[config.mk]
export PLATFORM = sky130hd
export DESIGN_NAME = pipe_hazard_ctrl
export DESIGN_NICKNAME = d
export VERILOG_FILES = /design/src/rtl/pipe_hazard_ctrl.sv
export SDC_FILE = /design/constraint.sdc
export NUM_CORES = 1
export LEC_CHECK = 0
export ABC_AREA = 0
export BUFFER_PORTS_ARGS = -buffer_cell sky130_fd_sc_hd__buf_2
export CAP_MARGIN = 20
export CORE_ASPECT_RATIO = 0.7
export CORE_MARGIN = 4
export CORE_UTILIZATION = 45
export DETAILED_ROUTE_END_ITERATION = 10
export PLACE_DENSITY = 0.82
export SLEW_MARGIN = 25
export SYNTH_ARGS = -nofsm -noshare
export SYNTH_HDL_FRONTEND = slang
export SYNTH_SLANG_ARGS = --single-unit
export TNS_END_PERCENT = 20
[constraint.sdc]
create_clock -name clk -period 3.1 [get_ports clk]
set_input_delay 0.62 -clock clk [delete_from_list [all_inputs] [get_ports clk]]
set_output_delay 0.62 -clock clk [all_outputs]
set_load 0.005 [all_outputs]
[src/rtl/pipe_hazard_ctrl.sv]
// Pipeline hazard sequencer: produces per-stage enable/flush controls for
// load-use stalls, taken-branch flushes and multi-cycle data-memory freezes,
// and keeps a saturating count of stalled/frozen cycles.
module pipe_hazard_ctrl #(
  parameter int MEM_WAIT = 2,
  parameter int FWD_EN   = 1,
  parameter int CNT_W    = 16
) (
  input  logic             clk,
  input  logic             rst,
  input  logic [4:0]       id_src1,
  input  logic [4:0]       id_src2,
  input  logic             id_two_src,
  input  logic [4:0]       ex_dest,
  input  logic             ex_wb_en,
  input  logic             ex_mem_r_en,
  input  logic [4:0]       mem_dest,
  input  logic             mem_wb_en,
  input  logic             mem_r_en,
  input  logic             mem_w_en,
  input  logic             br_taken,
  output logic             pc_en,
  output logic             if2id_en,
  output logic             if2id_flush,
  output logic             id2ex_en,
  output logic             id2ex_flush,
  output logic             ex2mem_en,
  output logic             mem2wb_en,
  output logic             mem2wb_bubble,
  output logic             mem_busy,
  output logic [CNT_W-1:0] stall_cnt
);

  typedef enum logic [1:0] {ST_RUN, ST_WAIT, ST_DONE} state_t;

  // The first freeze cycle is spent in RUN, the last one in WAIT with cnt=0,
  // so WAIT is loaded with two fewer than the total freeze length.
  localparam int         WAIT_INIT_I = (MEM_WAIT >= 2) ? MEM_WAIT - 2 : 0;
  localparam logic [3:0] WAIT_INIT   = WAIT_INIT_I[3:0];
  localparam logic       HAS_WAIT    = (MEM_WAIT > 0);

  state_t           state_reg, state_next;
  logic [3:0]       cnt_reg, cnt_next;
  logic [CNT_W-1:0] stall_cnt_reg;

  logic             acc;
  logic             freeze;
  logic             hazard;
  logic [1:0][4:0]  wr_dest;
  logic [1:0]       wr_en;
  logic [1:0]       wr_match;

  assign acc    = mem_r_en | mem_w_en;
  assign freeze = ((state_reg == ST_RUN) && acc && HAS_WAIT) || (state_reg == ST_WAIT);

  // Writer 0 is the instruction in EX, writer 1 the one in MEM. With
  // forwarding only a load in EX can stall; without it, any EX or MEM writer can.
  assign wr_dest[0] = ex_dest;
  assign wr_dest[1] = mem_dest;
  assign wr_en[0]   = ex_wb_en & ((FWD_EN != 0) ? ex_mem_r_en : 1'b1);
  assign wr_en[1]   = mem_wb_en & (FWD_EN == 0);

  generate
    for (genvar gi = 0; gi < 2; gi++) begin : g_match
      assign wr_match[gi] = wr_en[gi] && (wr_dest[gi] != 5'd0) &&
                            ((wr_dest[gi] == id_src1) ||
                             (id_two_src && (wr_dest[gi] == id_src2)));
    end
  endgenerate

  assign hazard = |wr_match;

  // State, wait counter and stall counter registers.
  always_ff @(posedge clk) begin
    if (rst) begin
      state_reg     <= ST_RUN;
      cnt_reg       <= 4'd0;
      stall_cnt_reg <= '0;
    end else begin
      state_reg <= state_next;
      cnt_reg   <= cnt_next;
      if ((freeze || hazard) && (stall_cnt_reg != {CNT_W{1'b1}}))
        stall_cnt_reg <= stall_cnt_reg + CNT_W'(1);
    end
  end

  // Next-state logic for the memory-freeze sequencer.
  always_comb begin
    state_next = state_reg;
    cnt_next   = cnt_reg;
    case (state_reg)
      ST_RUN: begin
        if (acc && (MEM_WAIT >= 2)) begin
          state_next = ST_WAIT;
          cnt_next   = WAIT_INIT;
        end else if (acc && (MEM_WAIT == 1)) begin
          state_next = ST_DONE;
        end
      end
      ST_WAIT: begin
        if (cnt_reg == 4'd0) state_next = ST_DONE;
        else                 cnt_next   = cnt_reg - 4'd1;
      end
      // DONE lets the completed access advance once without retriggering.
      ST_DONE: state_next = ST_RUN;
      default: state_next = ST_RUN;
    endcase
  end

  // Prioritised pipeline controls: reset, freeze, hazard, branch, normal.
  always_comb begin
    pc_en         = 1'b1;
    if2id_en      = 1'b1;
    if2id_flush   = 1'b0;
    id2ex_en      = 1'b1;
    id2ex_flush   = 1'b0;
    ex2mem_en     = 1'b1;
    mem2wb_en     = 1'b1;
    mem2wb_bubble = 1'b0;
    mem_busy      = 1'b0;
    if (!rst) begin
      if (freeze) begin
        pc_en         = 1'b0;
        if2id_en      = 1'b0;
        id2ex_en      = 1'b0;
        ex2mem_en     = 1'b0;
        mem2wb_en     = 1'b0;
        mem2wb_bubble = 1'b1;
        mem_busy      = 1'b1;
      end else if (hazard) begin
        // Branch operands are not valid yet, so br_taken waits for the stall.
        pc_en       = 1'b0;
        if2id_en    = 1'b0;
        id2ex_flush = 1'b1;
      end else if (br_taken) begin
        if2id_flush = 1'b1;
      end
    end
  end

  assign stall_cnt = stall_cnt_reg;

endmodule

After elaboration in Yosys (flattened, before gate mapping)
Cells that the tools add are included.
{"block": "totals", "regBits": 22, "elab_cells": 48}
{"block": "classes", "n_addsub": 2, "eq_ne": 7, "muxes": 20, "bitwise_logic": 2, "reduce_logical": 14}
{"operator": "16-bit by 1-bit adder with 16-bit output, second input constant", "n": 1}
{"operator": "16-bit != test, second input constant", "n": 1}
{"operator": "1-bit 2-to-1 mux", "n": 14}
{"operator": "5-bit equality test", "n": 2}
{"operator": "4-bit 2-to-1 mux", "n": 2}
{"operator": "4-bit case mux with 2 select lines", "n": 1}
{"operator": "1-bit logical AND", "n": 5}
{"operator": "5-bit nonzero test", "n": 1}
{"operator": "4-bit zero test", "n": 1}
{"operator": "2-bit 2-to-1 mux", "n": 2}
{"operator": "2-bit != test, second input constant", "n": 2}
{"operator": "2-bit case mux with 2 select lines", "n": 1}
{"operator": "4-bit by 1-bit subtractor with 4-bit output, second input constant", "n": 1}
{"operator": "1-bit logical OR", "n": 3}
{"operator": "3-bit AND reduction", "n": 1}
{"operator": "2-bit by 1-bit equality test with 1-bit output, second input constant", "n": 1}
{"operator": "2-bit zero test", "n": 1}
{"operator": "2-bit by 1-bit != test with 1-bit output, second input constant", "n": 1}
{"operator": "2-bit AND reduction", "n": 1}
{"operator": "2-bit nonzero test", "n": 1}
{"operator": "1-bit AND", "n": 1}
{"operator": "1-bit OR", "n": 1}

Logic depth before layout (Yosys ltp)
{"block": "depth", "depth_word": 7, "depth_mapped": 8, "depth_no_buf": 8}

Worst setup path after synthesis
OpenSTA, ideal clock, no wires.
{"block": "synth_timing", "path_kind": "in2out", "from": "input port ex_dest[1]", "to": "output port pc_en", "arrival_ns": 2.072, "slack_ns": 0.408, "path_stages": 8, "path_buffers": 3, "cell_sequence": "or4_1 > o211ai_2 > inv_2 > a21oi_4 > buf_6 > buf_8 > or2_2 > buf_4"}
{"block": "synth_via", "elab_chain_len": 7}
{"element": "start: declaration", "line_no": "14", "text": "input logic [4:0] ex_dest,"}
{"element": "5-bit equality test", "line_no": "67", "text": "(id_two_src && (wr_dest[gi] == id_src2)));"}
{"element": "1-bit logical AND", "line_no": "67"}
{"element": "1-bit logical OR", "line_no": "66", "text": "((wr_dest[gi] == id_src1) ||"}
{"element": "1-bit logical AND (*)", "line_no": "65", "text": "assign wr_match[gi] = wr_en[gi] && (wr_dest[gi] != 5'd0) &&"}
{"element": "1-bit 2-to-1 mux (*) (3 in a row)"}
{"element": "end: declaration", "line_no": "22", "text": "output logic pc_en,"}
Mark *: on every way between the ends. The rest lies on a longest branch, timed or not.

Worst setup path in the final report
{"block": "layout_timing", "from": "input port ex_dest[1]", "to": "output port pc_en"}
{"block": "layout_via", "elab_chain_len": 7}
{"element": "5-bit equality test", "line_no": "67"}
{"element": "1-bit logical AND", "line_no": "67"}
{"element": "1-bit logical OR", "line_no": "66"}
{"element": "1-bit logical AND (*)", "line_no": "65"}
{"element": "1-bit 2-to-1 mux (*)", "line_no": "130", "text": "end else if (hazard) begin"}
{"element": "1-bit 2-to-1 mux (*)", "line_no": "122", "text": "if (freeze) begin"}
{"element": "1-bit 2-to-1 mux (*)", "line_no": "121", "text": "if (!rst) begin"}
Marked as above.

==> impl_metrics.ini <==
[worst_setup_path]
slowest_stage = or4_1
crit_type = input pin to output port
max_stage_delay_ns = 0.53
r2r_slack_ns = 1.01
start_kind = input pin
cp_max_fo = 4
cpMostUsedCell = buf_2
worstPathArrival_ns = 1.97
critPathLaunch = ex_dest[1]
critPathBufInv = 3
r2r_start = stall_cnt[2]$_SDFFE_PP0P_
crit_family = simple AND/OR/NAND/NOR gates
cp_num_cells = 7
rr_endpoint = stall_cnt[6]$_SDFFE_PP0P_
worstSetupEndpoint = pc_en
crit_required_ns = 2.48
end_kind = output port
worstRegToRegCells = 6
cp_cell_sequence = buf_2 -> or4_1 -> o211ai_2 -> inv_2 -> a21oi_4 -> or2_2 -> buf_2

[clocking]
post_cts_resized = 0
clk_latency_ns = 0.27
clockBufferDepth = 2
clk_pin_slew_ns = 0.07
postCtsHoldBufs = 0
post-cts-setup-buffers = 0
cts_made_buffers = 3
cts_tree = built
ctsHtreeMaxLevel = 1
cts_root_buffer = clkbuf_8
clock-sinks = 22

[global_routing]
grt_pass1_vias = 1105
grt_max_degree = 24
grt_pass1_wl_microns = 4850
gr-total-overflow = 0
antenna_found_initial = 0
track_usage_pct = 15.4

[pwr]
p_leak_nw = 0.716
peakVddDrop_v = 0.000346
p_per_area_nw_per_um2 = 567

[cells_and_area]
largest_reg_flops = 16
num_antenna_cells = 0
nets = 241
post-route-util_pct = 58.6
drive_above_1_share_pct = 35.6
syn_to_final_growth_pct = 19.6

[drt]
wire_per_inst_microns = 12.8
viasPerCell = 5.32
drt-total-wl_microns = 3110
detail-route-antenna-nets = 0
vias = 1297
drtIter0Drc = 75
dr.pass1.iters = 4
drcViolationCount = 0

[synthesis]
syn_area_sq_um = 1420
synthTopCellsByArea = dfxtp_1, xnor2_1, nor2_1
synth_seq_area_share_pct = 31.0
syn_inst = 164
synth.most_common_cell = dfxtp_1
synth_ff_type = dfxtp_1
synth.ff_latch_count = 22
synth_edf_count = 0
synth_warnings = 0
synth.distinct_cells = 48
ys_async_sr_fraction_pct = 0
synth_top_area_cell = dfxtp_1
synth_fp_nets = 196
synth_top_area_share_pct = 31.0
synth_area_per_cell_sq_um = 8.67
synth_commonest_cells = dfxtp_1, nor2_1, nand2_1

[floorplan]
start_util_pct = 49.0
die_h_microns = 55.0
die-area_sq_um = 4140
core.rowCount = 16
die_x_microns = 75.2
io_pins = 54
core_area_sq_um = 2900

[timing]
setup_tns_ns = 0
fin_crit_ns = 2.59
hold_viol = 0
slew_headroom_pct = 71.4
fmax_mhz = 385
maxSlewViolCount = 0
whs_ns = 0.504
post-route-period-util_pct = 83.7
clock_skew_ns = 0.00823
worstMarginPinSlew_ns = 0.429
setup_viol = 0
rsz0062_at_grt = no

[status]
status = finished, final reports clean

[hold_path]
hold_class = register to register

[place]
post-dp-hpwl_microns = 2440
gp_congestion = 0.844
io_buffers = 47

[run]
drv_cap = 0
[layer usage]
layer,vias up,global-route usage [%],share of wire [%]
li1,679,-,-
met1,578,20.3,49
met2,37,24.7,41
met3,3,4.69,9.4
met4,0,3.49,0.87
met5,-,0,0
[cell usage in the layout, fill, tap and decap left out, drive strengths merged, types with 5 or more instances in the layout]
cell type	instances
xnor2	13
or4	6
nor2b	5
dfxtp	22
nand3	7
inv	9
nand4	5
buf	48
or3	6
nand2	15
nor2	15
a21oi	13
o21ai	5
[cell families (layout without fill, tap and decap cells)]
group / Yosys count / count (layout) / synth area share [%]
xor+xnor: 14 / 14 / 8.63
compound gates: 28 / 28 / 14.2
simple gates: 75 / 75 / 32.0
flops: 22 / 22 / 31.0
mux: 5 / 5 / 4.67
fa+ha+maj: 3 / 3 / 2.64
buf+inv: 17 / 61 / 6.87
[through the flow]
step | worst slack, ns | cell area (sq um) | std cells | power (mW)
floorplan | 0.408 | 1420 | 164 | 0.685
global placement | 0.519 | 1650 | 240 | 0.754
detailed placement | 0.491 | 1650 | 240 | 0.760
CTS | 0.485 | 1700 | 244 | 0.973
global route | 0.418 | 1700 | 244 | 1.04
finish | 0.506 | 1700 | 244 | 0.964
[power breakdown]
group | internal [mW] | leakage [nW] | switching (mW)
clock network | 0.114 | 0.0288 | 0.0970
registers | 0.330 | 0.179 | 0.0485
logic | 0.170 | 0.508 | 0.205
total | 0.614 | 0.716 | 0.350
[worst reg2reg max path: cells and delay by family, from the launching register on]
family           cells  cell delay, ns
DFF                  1            0.45
and+or+nand+nor      5            1.23
muxes                1            0.29
[worst min path at each step]
stage / from / endpoint / slack [ns] / depth (start not counted)
2_1_floorplan: cnt_reg[1]$_SDFFE_PP0P_ / cnt_reg[1]$_SDFFE_PP0P_ / 0.48 / 2
3_3_place_gp: stall_cnt[10]$_SDFFE_PP0P_ / stall_cnt[10]$_SDFFE_PP0P_ / 0.49 / 2
3_5_place_dp: stall_cnt[1]$_SDFFE_PP0P_ / stall_cnt[1]$_SDFFE_PP0P_ / 0.49 / 2
4_1_cts: stall_cnt[1]$_SDFFE_PP0P_ / stall_cnt[1]$_SDFFE_PP0P_ / 0.50 / 2
5_1_grt: stall_cnt[1]$_SDFFE_PP0P_ / stall_cnt[1]$_SDFFE_PP0P_ / 0.53 / 2
6_report: stall_cnt[1]$_SDFFE_PP0P_ / stall_cnt[1]$_SDFFE_PP0P_ / 0.50 / 2
[area by class of cell]
class                           count  area (sq um)
Sequential cell                    22           440
Tap cell                           36          45.0
Timing Repair Buffer               48           243
Inverter                            9          33.8
Multi-Input combinational cell    125           883
Clock buffer                        4          55.1
Fill cell                         264          1200
Note: power is estimated with default switching activity, not from simulation.
